### src/rtl/memory_copy_dma.sv
// Word-by-word memory copy initiator: one read then one write per word, ascending,
// on the single-cycle strobe/response bus, with an optional per-request timeout.
module memory_copy_dma #(
    parameter int unsigned LEN_WIDTH      = 16,
    parameter int unsigned TIMEOUT_CYCLES = 0
) (
    input  logic                 clk,
    input  logic                 rst,
    input  logic                 start,
    input  logic [31:0]          src_addr,
    input  logic [31:0]          dst_addr,
    input  logic [LEN_WIDTH-1:0] len,
    output logic                 busy,
    output logic                 done,
    output logic                 error,
    output logic [LEN_WIDTH-1:0] words_done,
    output logic                 memory_read,
    output logic                 memory_write,
    output logic [31:0]          address,
    output logic [31:0]          write_data,
    input  logic [31:0]          read_data,
    input  logic                 response
);

    localparam int unsigned WaitWidth = (TIMEOUT_CYCLES > 1) ? $clog2(TIMEOUT_CYCLES) : 1;
    localparam int unsigned WaitLimit = (TIMEOUT_CYCLES > 0) ? TIMEOUT_CYCLES - 1 : 0;

    typedef enum logic [1:0] {StIdle, StRead, StWrite, StDone} state_e;

    state_e                 state_q, state_d;
    logic [31:0]            src_q, src_d;
    logic [31:0]            dst_q, dst_d;
    logic [LEN_WIDTH-1:0]   len_q, len_d;
    logic [LEN_WIDTH-1:0]   words_done_q, words_done_d;
    logic                   error_q, error_d;
    logic                   busy_q, busy_d;
    logic                   done_q, done_d;
    logic                   rd_q, rd_d;
    logic                   wr_q, wr_d;
    logic [31:0]            address_q, address_d;
    logic [31:0]            write_data_q, write_data_d;
    logic [WaitWidth-1:0]   wait_cnt_q, wait_cnt_d;

    logic                   in_request;
    logic                   timeout_hit;
    logic [LEN_WIDTH-1:0]   words_inc;
    logic                   last_word;
    logic [31:0]            src_aligned;
    logic [31:0]            dst_aligned;

    assign in_request  = (state_q == StRead) || (state_q == StWrite);
    // Abort on the edge that would make the current request wait TIMEOUT_CYCLES cycles.
    assign timeout_hit = (TIMEOUT_CYCLES != 0) && in_request && !response &&
                         (wait_cnt_q == WaitWidth'(WaitLimit));
    assign words_inc   = words_done_q + LEN_WIDTH'(1);
    assign last_word   = (words_inc == len_q);
    assign src_aligned = {src_addr[31:2], 2'b00};
    assign dst_aligned = {dst_addr[31:2], 2'b00};

    // State register
    always_ff @(posedge clk) begin
        if (rst) begin
            state_q      <= StIdle;
            src_q        <= '0;
            dst_q        <= '0;
            len_q        <= '0;
            words_done_q <= '0;
            error_q      <= 1'b0;
            busy_q       <= 1'b0;
            done_q       <= 1'b0;
            rd_q         <= 1'b0;
            wr_q         <= 1'b0;
            address_q    <= '0;
            write_data_q <= '0;
            wait_cnt_q   <= '0;
        end else begin
            state_q      <= state_d;
            src_q        <= src_d;
            dst_q        <= dst_d;
            len_q        <= len_d;
            words_done_q <= words_done_d;
            error_q      <= error_d;
            busy_q       <= busy_d;
            done_q       <= done_d;
            rd_q         <= rd_d;
            wr_q         <= wr_d;
            address_q    <= address_d;
            write_data_q <= write_data_d;
            wait_cnt_q   <= wait_cnt_d;
        end
    end

    // Next-state logic
    always_comb begin
        state_d = state_q;
        unique case (state_q)
            StIdle: begin
                if (start) begin
                    state_d = (len == '0) ? StDone : StRead;
                end
            end
            StRead: begin
                if (timeout_hit) begin
                    state_d = StDone;
                end else if (response) begin
                    state_d = StWrite;
                end
            end
            StWrite: begin
                if (timeout_hit) begin
                    state_d = StDone;
                end else if (response) begin
                    state_d = last_word ? StDone : StRead;
                end
            end
            StDone: begin
                state_d = StIdle;
            end
            default: begin
                state_d = StIdle;
            end
        endcase
    end

    // Output and datapath next values; every output leaves a flop
    always_comb begin
        src_d        = src_q;
        dst_d        = dst_q;
        len_d        = len_q;
        words_done_d = words_done_q;
        error_d      = error_q;
        address_d    = address_q;
        write_data_d = write_data_q;
        wait_cnt_d   = '0;

        rd_d   = (state_d == StRead);
        wr_d   = (state_d == StWrite);
        busy_d = rd_d || wr_d;
        done_d = (state_d == StDone);

        if (in_request && !response && !timeout_hit) begin
            wait_cnt_d = wait_cnt_q + WaitWidth'(1);
        end

        unique case (state_q)
            StIdle: begin
                if (start) begin
                    src_d        = src_aligned;
                    dst_d        = dst_aligned;
                    len_d        = len;
                    words_done_d = '0;
                    error_d      = 1'b0;
                    if (len != '0) begin
                        address_d = src_aligned;
                    end
                end
            end
            StRead: begin
                if (timeout_hit) begin
                    error_d = 1'b1;
                end else if (response) begin
                    write_data_d = read_data;
                    address_d    = dst_q;
                end
            end
            StWrite: begin
                if (timeout_hit) begin
                    error_d = 1'b1;
                end else if (response) begin
                    words_done_d = words_inc;
                    src_d        = src_q + 32'd4;
                    dst_d        = dst_q + 32'd4;
                    if (!last_word) begin
                        address_d = src_q + 32'd4;
                    end
                end
            end
            default: begin
            end
        endcase
    end

    assign busy         = busy_q;
    assign done         = done_q;
    assign error        = error_q;
    assign words_done   = words_done_q;
    assign memory_read  = rd_q;
    assign memory_write = wr_q;
    assign address      = address_q;
    assign write_data   = write_data_q;

endmodule
### config.mk
export PLATFORM = sky130hd
export DESIGN_NAME = memory_copy_dma
export DESIGN_NICKNAME = d
export VERILOG_FILES = /design/src/rtl/memory_copy_dma.sv
export SDC_FILE = /design/constraint.sdc
export NUM_CORES = 1
export LEC_CHECK = 0
export CAP_MARGIN = 40
export CELL_PAD_IN_SITES_DETAIL_PLACEMENT = 1
export CELL_PAD_IN_SITES_GLOBAL_PLACEMENT = 2
export CORE_ASPECT_RATIO = 1.25
export CORE_MARGIN = 2
export CORE_UTILIZATION = 30
export CTS_CLUSTER_SIZE = 8
export DETAILED_ROUTE_END_ITERATION = 10
export PLACE_DENSITY_LB_ADDON = 0.3
export REMOVE_ABC_BUFFERS = 1
export SLEW_MARGIN = 5
export SYNTH_ARGS = -nofsm -noshare
export SYNTH_HDL_FRONTEND = slang
export SYNTH_SLANG_ARGS = --single-unit
### constraint.sdc
create_clock -name clk -period 7.8 [get_ports clk]
set_input_delay 1.56 -clock clk [delete_from_list [all_inputs] [get_ports clk]]
set_output_delay 1.56 -clock clk [all_outputs]
set_load 0.05 [all_outputs]
==> results by group, run 1 <==
Outcome
  – Status: complete, no violations

Layout
  – Area delta synth->final: 33.3%
  – Multi-input gate area: 5110 um2
  – Final #Nets: 1414
  – Non-Filler Instances: 1696
  – Filler cells: 3489
  – FF/Latch Area: 3220 um2
  – Layout cells sized above 1: 0.0539

Route
  – Iter 0 DRT Violations: 404
  – DRT antenna net count: 0
  – Vias: 9145
  – WL final: 33300 um
  – Pre-Repair DR Iteration Count: 4
  – Drt drc: 0
  – Wirelength per Cell: 19.6 um
  – Vias per cell: 5.39

Global route
  – Vias in the first global route: 9190
  – Tot GR Track Use: 0.216
  – Overflow after GRT: 0
  – Initial antenna violation count: 2
  – First-pass GRT wire length: 51700 um
  – Largest net degree at the start of global routing: 111

Logic synthesis
  – Syn Inst Count: 1151
  – Largest area contributor in the synthesized netlist: dfxtp_1
  – Post-synth EDFFs: 0
  – Sequential area share after synthesis: 0.367
  – Synth top area cells: dfxtp_1 37%, nand2_1 8.5%, a21oi_1 6.3%, o21ai_0 4.2%, a211oi_1 3.3%
  – Synth cell types: 66
  – Yosys warns: 0
  – Async SR Flop Fraction: 0
  – Share of Yosys cell area claimed by the top area cell type: 0.367
  – Top cells by count, synth: 200 x nand2_1, 161 x dfxtp_1, 110 x a21oi_1
  – Seq cells post-synth: 161
  – Mapped cell area: 8780 um2
  – Synth Area per Inst: 7.63 um2
  – Most common cell in the netlist: nand2_1
  – Post-synth top flop: dfxtp_1

Critical path
  – Critical Path Start: state_q[0]
  – Worst Setup Path Type: flip-flop to flip-flop
  – R2R Path End: dst_q[9]
  – Worst path slowest cell: buf_4
  – R2R Setup Slk: 3.55 ns
  – CP endpoint kind: flip-flop
  – Critical-path cell list: inv_1, ha_2, buf_4, inv_1, o21ai_4, buf_4, nand2_4, nand2_1, mux2i_1, a221oi_1
  – Worst R2R Start: state_q[0]
  – Crit path max fanout: 69
  – WP data arrival: 4.59 ns
  – Worst R2R Path Depth: 10
  – Worst EP required: 8.14 ns
  – Critical path startpoint category: flip-flop
  – Critical path endpoint: dst_q[9]
  – Largest stage delay, worst path: 0.62 ns

Job
  – Max Cap Violations: 0

CTS
  – Worst-path clk slew: 0.06 ns
  – Worst-skew pair later-pin latency: 0.44 ns
  – Number of CTS-inserted buffers: 17
  – Post-CTS resize count: 0
  – H-tree levels: 4
  – CTS Hold Buffers Added: 0
  – CTS root buffer: clkbuf_16
  – Post-CTS Setup Inserts: 0
  – Max Buffers Root-to-Sink: 2
  – CTS tree: built
  – Clock Sinks: 161

Timing
  – Minimum clock period: 4.25 ns
  – Slew Viols, Final: 0
  – Worst Max-Slew Pin Slew: 0.901 ns
  – Fin crit share: 0.545
  – Fin. Hold Viols: 0
  – Worst Slack Setup Final: 3.55 ns
  – Max Clk Rate: 0.235 GHz
  – Setup-failing EPs final: 0
  – RSZ-0062 raised after global routing: false
  – Setup TNS: 0 ns
  – Max transition margin: 0.399
  – Skew final: 0.00740 ns

Placement
  – I/O Buffers: 195
  – Pre-CTS setup slack: 3.10 ns
  – Final GP Congestion: 0.810
  – Inst Count DP: 1664
  – Hpwl dp: 22500 um

Floorplanning
  – Ports: 201
  – Initial core utilization: 0.302
  – Core area: 29100 um2
  – Die area: 30700 um2
  – Die W: 157 um
  – Die H: 195 um
  – Row cnt: 70

Pwr
  – VDD IR-drop max: 0.000135 V
  – Cell Pwr Density: 288 nW/um2
  – Pleak: 4.06 nW

Min path
  – Hold crit path type: flip-flop to flip-flop
==> worst max-delay path, delay by kind of cell (launching register included) <==
family | cells | cell delay [ns]
buf+inv | 4 | 1.82
compound gates | 2 | 0.55
simple gates | 2 | 0.85
fa+ha+maj | 1 | 0.37
mux | 1 | 0.10
flops | 1 | 0.35
==> placed cells by master, fill, tap and decap left out, types with 11 or more instances in the layout <==
master,instances
nor4_1,14
o21ai_0,74
nor3_1,24
nor2_1,76
inv_1,20
mux2i_1,25
o211ai_1,19
a21oi_1,110
a221oi_1,20
clkbuf_16,17
xor2_1,20
a211oi_1,38
dfxtp_1,161
nand3_1,50
buf_4,11
xnor2_1,27
and3_1,14
nand2_1,199
clkdlybuf4s50_1,194
nand4_1,19
==> power by group <==
group          internal [mW]  switching (mW)  leakage, nW
Combinational          0.464           0.849         2.43
Sequential             0.982           0.155         1.32
Clock                  0.551           0.366        0.307
Total                   2.00            1.37         4.06
==> layout make-up <==
cell class | instances | share of cell area
clock buffer | 21 | 0.0393
antenna | 1 | 0.000214
multi-input combinational | 874 | 0.437
tap | 396 | 0.0423
clock inverter | 10 | 0.0135
timing repair buffer | 212 | 0.186
inverter | 21 | 0.00673
sequential | 161 | 0.275
==> metal layers <==
metal | global-route usage | part of all wire | vias to the layer above | wire, um
met5 | 0 | 0.00036 | - | 12
li1 | - | - | 4425 | -
met4 | 0.0667 | 0.017 | 2 | 554
met3 | 0.0422 | 0.043 | 35 | 1420
met1 | 0.264 | 0.44 | 4479 | 14500
met2 | 0.382 | 0.50 | 204 | 16700
==> state kept, by name (all words and copies together) (netlist names) <==
register,flops
address,31
write_data,32
busy,1
done,1
dst_q,30
src_q,30
memory_read,1
words_done,16
memory_write,1
len_q,16
state_q,2
==> worst min path at each step <==
| stage | startpoint | end | slack [ns] | depth (start not counted) |
|---|---|---|---|---|
| after floorplan | len_q[0] | len_q[0] | 0.44 | 2 |
| after global placement | write_data[2] | write_data[2] | 0.44 | 2 |
| after detailed placement | write_data[17] | write_data[17] | 0.45 | 2 |
| after CTS | write_data[17] | write_data[17] | 0.46 | 2 |
| after global routing | write_data[22] | write_data[22] | 0.48 | 2 |
| final | write_data[17] | write_data[17] | 0.46 | 2 |
==> cells by family (layout without fill, tap and decap cells) <==
group | after synthesis | after routing | share of synthesized area
and+or+nand+nor | 449 | 449 | 0.240
DFF | 161 | 161 | 0.367
adders and majority gates | 11 | 11 | 0.0157
other | 1 | 2 | 0.000427
AOI/OAI and AO/OA | 341 | 341 | 0.248
buffers and inverters | 116 | 264 | 0.0543
muxes | 25 | 25 | 0.0285
xor gates and xnor gates | 47 | 47 | 0.0469
==> metrics by stage <==
stage / power (mW) / hold WS (ns) / area, um2 / util
3_5_place_dp: 2.47 / 0.450 / 11100 / 0.381
3_3_place_gp: 2.42 / 0.441 / 10900 / 0.376
2_1_floorplan: 1.94 / 0.442 / 8380 / -
4_1_cts: 3.40 / 0.459 / 11700 / 0.402
6_report: 3.37 / 0.456 / 11700 / 0.403
5_1_grt: 3.56 / 0.475 / 11700 / 0.402
No activity file was read; power rests on OpenSTA's default activity.
==> inputs of run 2 (changes only) <==
--- a/config.mk
+++ b/config.mk
@@ -10,7 +10,7 @@
 export CELL_PAD_IN_SITES_GLOBAL_PLACEMENT = 2
 export CORE_ASPECT_RATIO = 1.25
 export CORE_MARGIN = 2
-export CORE_UTILIZATION = 30
+export CORE_UTILIZATION = 26
 export CTS_CLUSTER_SIZE = 8
 export DETAILED_ROUTE_END_ITERATION = 10
 export PLACE_DENSITY_LB_ADDON = 0.3
==> constraint.sdc (replaced) <==
create_clock -name clk -period 3.8 [get_ports clk]
set_input_delay 0.76 -clock clk [delete_from_list [all_inputs] [get_ports clk]]
set_output_delay 0.76 -clock clk [all_outputs]
set_load 0.05 [all_outputs]
==> run 2 against run 1 <==
Combinational power grew 110%. Cell area grew 1.0%. Fmax grew 34%.
==> results by group, run 2 (synthesized netlist as in run 1, its figures left out) <==
Critical path
  – Worst EP required: 4.09 ns (-4.05 ns)
  – WP data arrival: 3.45 ns (-1.14 ns)
  – CP endpoint kind: flip-flop
  – R2R Setup Slk: 0.64 ns (-2.91 ns)
  – Critical path startpoint category: flip-flop
  – Worst Setup Path Type: flip-flop to flip-flop
  – Worst R2R Path Depth: 10 (unchanged)
  – Crit path max fanout: 11 (-84%)

CTS
  – Worst-skew pair later-pin latency: 0.44 ns (about the same)
  – Max Buffers Root-to-Sink: 2 (unchanged)
  – CTS tree: built
  – Clock Sinks: 161 (unchanged)
  – CTS root buffer: clkbuf_16
  – Number of CTS-inserted buffers: 17 (unchanged)
  – Post-CTS Setup Inserts: 0 (unchanged)
  – CTS Hold Buffers Added: 0 (unchanged)
  – H-tree levels: 4 (unchanged)
  – Post-CTS resize count: 0 (unchanged)
  – Worst-path clk slew: 0.07 ns (about the same)

Placement
  – Hpwl dp: 24100 um (+7.0%)
  – Pre-CTS setup slack: 0.575 ns (-2.52 ns)
  – Inst Count DP: 1706 (+2.5%)
  – Final GP Congestion: 0.803 (-0.86%)
  – I/O Buffers: 195 (unchanged)
  – Cell Area, Placed: 11200 um2 (+1.0%)

Min path
  – Hold crit path type: flip-flop to flip-flop
  – WHS Path Cells: 2 (unchanged)

Global route
  – First-pass GRT wire length: 53600 um (+3.8%)
  – GR Layer Usage met1: 0.241 (-0.0221)
  – Busiest layer in global routing: met2
  – GR Util met3: 0.0351 (-0.00709)
  – Tot GR Track Use: 0.194 (-0.0223)
  – Overflow after GRT: 0 (unchanged)
  – Initial antenna violation count: 3 (+1)
  – Grt met2 use: 0.338 (-0.0433)
  – Largest net degree at the start of global routing: 154 (+39%)
  – Vias in the first global route: 9331 (+1.5%)

Layout
  – Max reg flops: 32 (unchanged)
  – Final instance area: 11800 um2 (+1.0%)
  – Highest-count cells in the layout ignoring fill and taps: 199 x nand2_1, 194 x clkdlybuf4s50_1, 161 x dfxtp_1
  – Layout cells sized above 1: 0.0647 (+0.0108)
  – Commonest non-fill, non-tap cell in the layout: nand2_1
  – Area delta synth->final: 34.7%
  – Fin util: 0.354 (-0.0486)
  – Final #Nets: 1429 (+1.1%)
  – Non-Filler Instances: 1738 (+2.5%)

Floorplanning
  – Row cnt: 75 (+7.1%)
  – Core area: 33400 um2 (+15%)
  – Die W: 168 um (+7.2%)
  – Initial core utilization: 0.263 (-0.0391)
  – Die area: 35300 um2 (+15%)
  – Die H: 209 um (+7.3%)
  – Ports: 201 (unchanged)

Route
  – Vias: 9155 (+0.11%)
  – DRT antenna net count: 0 (unchanged)
  – WL final: 34600 um (+4.0%)
  – Vias per cell: 5.27 (-2.3%)
  – Wirelength per Cell: 19.9 um (+1.5%)
  – Iter 0 DRT Violations: 374 (-7.4%)
  – Drt drc: 0 (unchanged)
  – Pre-Repair DR Iteration Count: 4 (unchanged)

Timing
  – Fin crit share: 0.832 (+0.287)
  – Setup TNS: 0 ns (unchanged)
  – Worst Max-Slew Pin Slew: 0.874 ns (-0.0267 ns)
  – Skew final: 0.0112 ns (+0.00377 ns)
  – Max Clk Rate: 0.316 GHz (+34%)
  – Max transition margin: 0.417 (+0.0178)
  – Minimum clock period: 3.16 ns (-1.09 ns)
  – Setup-failing EPs final: 0 (unchanged)
  – Worst Slack Setup Final: 0.638 ns (-2.91 ns)
  – RSZ-0062 raised after global routing: false
  – Slew Viols, Final: 0 (unchanged)
  – Fin. Hold Viols: 0 (unchanged)
  – Hold slack: 0.454 ns (-0.00163 ns)

Pwr
  – Cell Pwr Density: 586 nW/um2 (+100%)
  – Pwr Total: 6.93 mW (+110%)
  – VDD IR-drop max: 0.000241 V (+79%)
  – Pleak: 4.10 nW (+1.1%)

Job
  – Max Cap Violations: 0 (unchanged)

Outcome
  – Status: complete, no violations
run 2: power by group:
part           switching (mW)  internal [mW]  leakage [nW]  total [mW]
Sequential              0.324           2.02          1.32        2.34
Combinational            1.73          0.968          2.48        2.70
Clock                   0.773           1.12         0.296        1.89
run 2: layout make-up:
cell class                 instances  area [um2]
antenna                            1        2.50
multi-input combinational        874        5100
clock inverter                    12         183
inverter                          21        78.8
fill                            3978       21600
clock buffer                      19         443
sequential                       161        3220
tap                              423         529
timing repair buffer             227        2260
run 2: final timing paths:
path / start / to
worst min-delay path: write_data[2] / write_data[2]
worst max register to register: words_done[1] / busy
worst max-delay path: words_done[1] / busy
worst min register to register: write_data[2] / write_data[2]
run 2: critical path: stages (launching register included):
cell and delay, ns:
dfxtp_1 0.36, ha_1 0.40, nand4_2 0.29, nor3_1 0.47, nor3_1 0.12, a31oi_1 0.39, nor4_4 0.13, o21ai_0 0.39
inv_1 0.13, ha_1 0.30, nor2_1 0.04
run 2: layer usage:
layer / up-vias / wire [um]
met4: 6 / 779
met3: 43 / 1400
met1: 4440 / 15400
met2: 203 / 16900
li1: 4463 / -
met5: - / 38
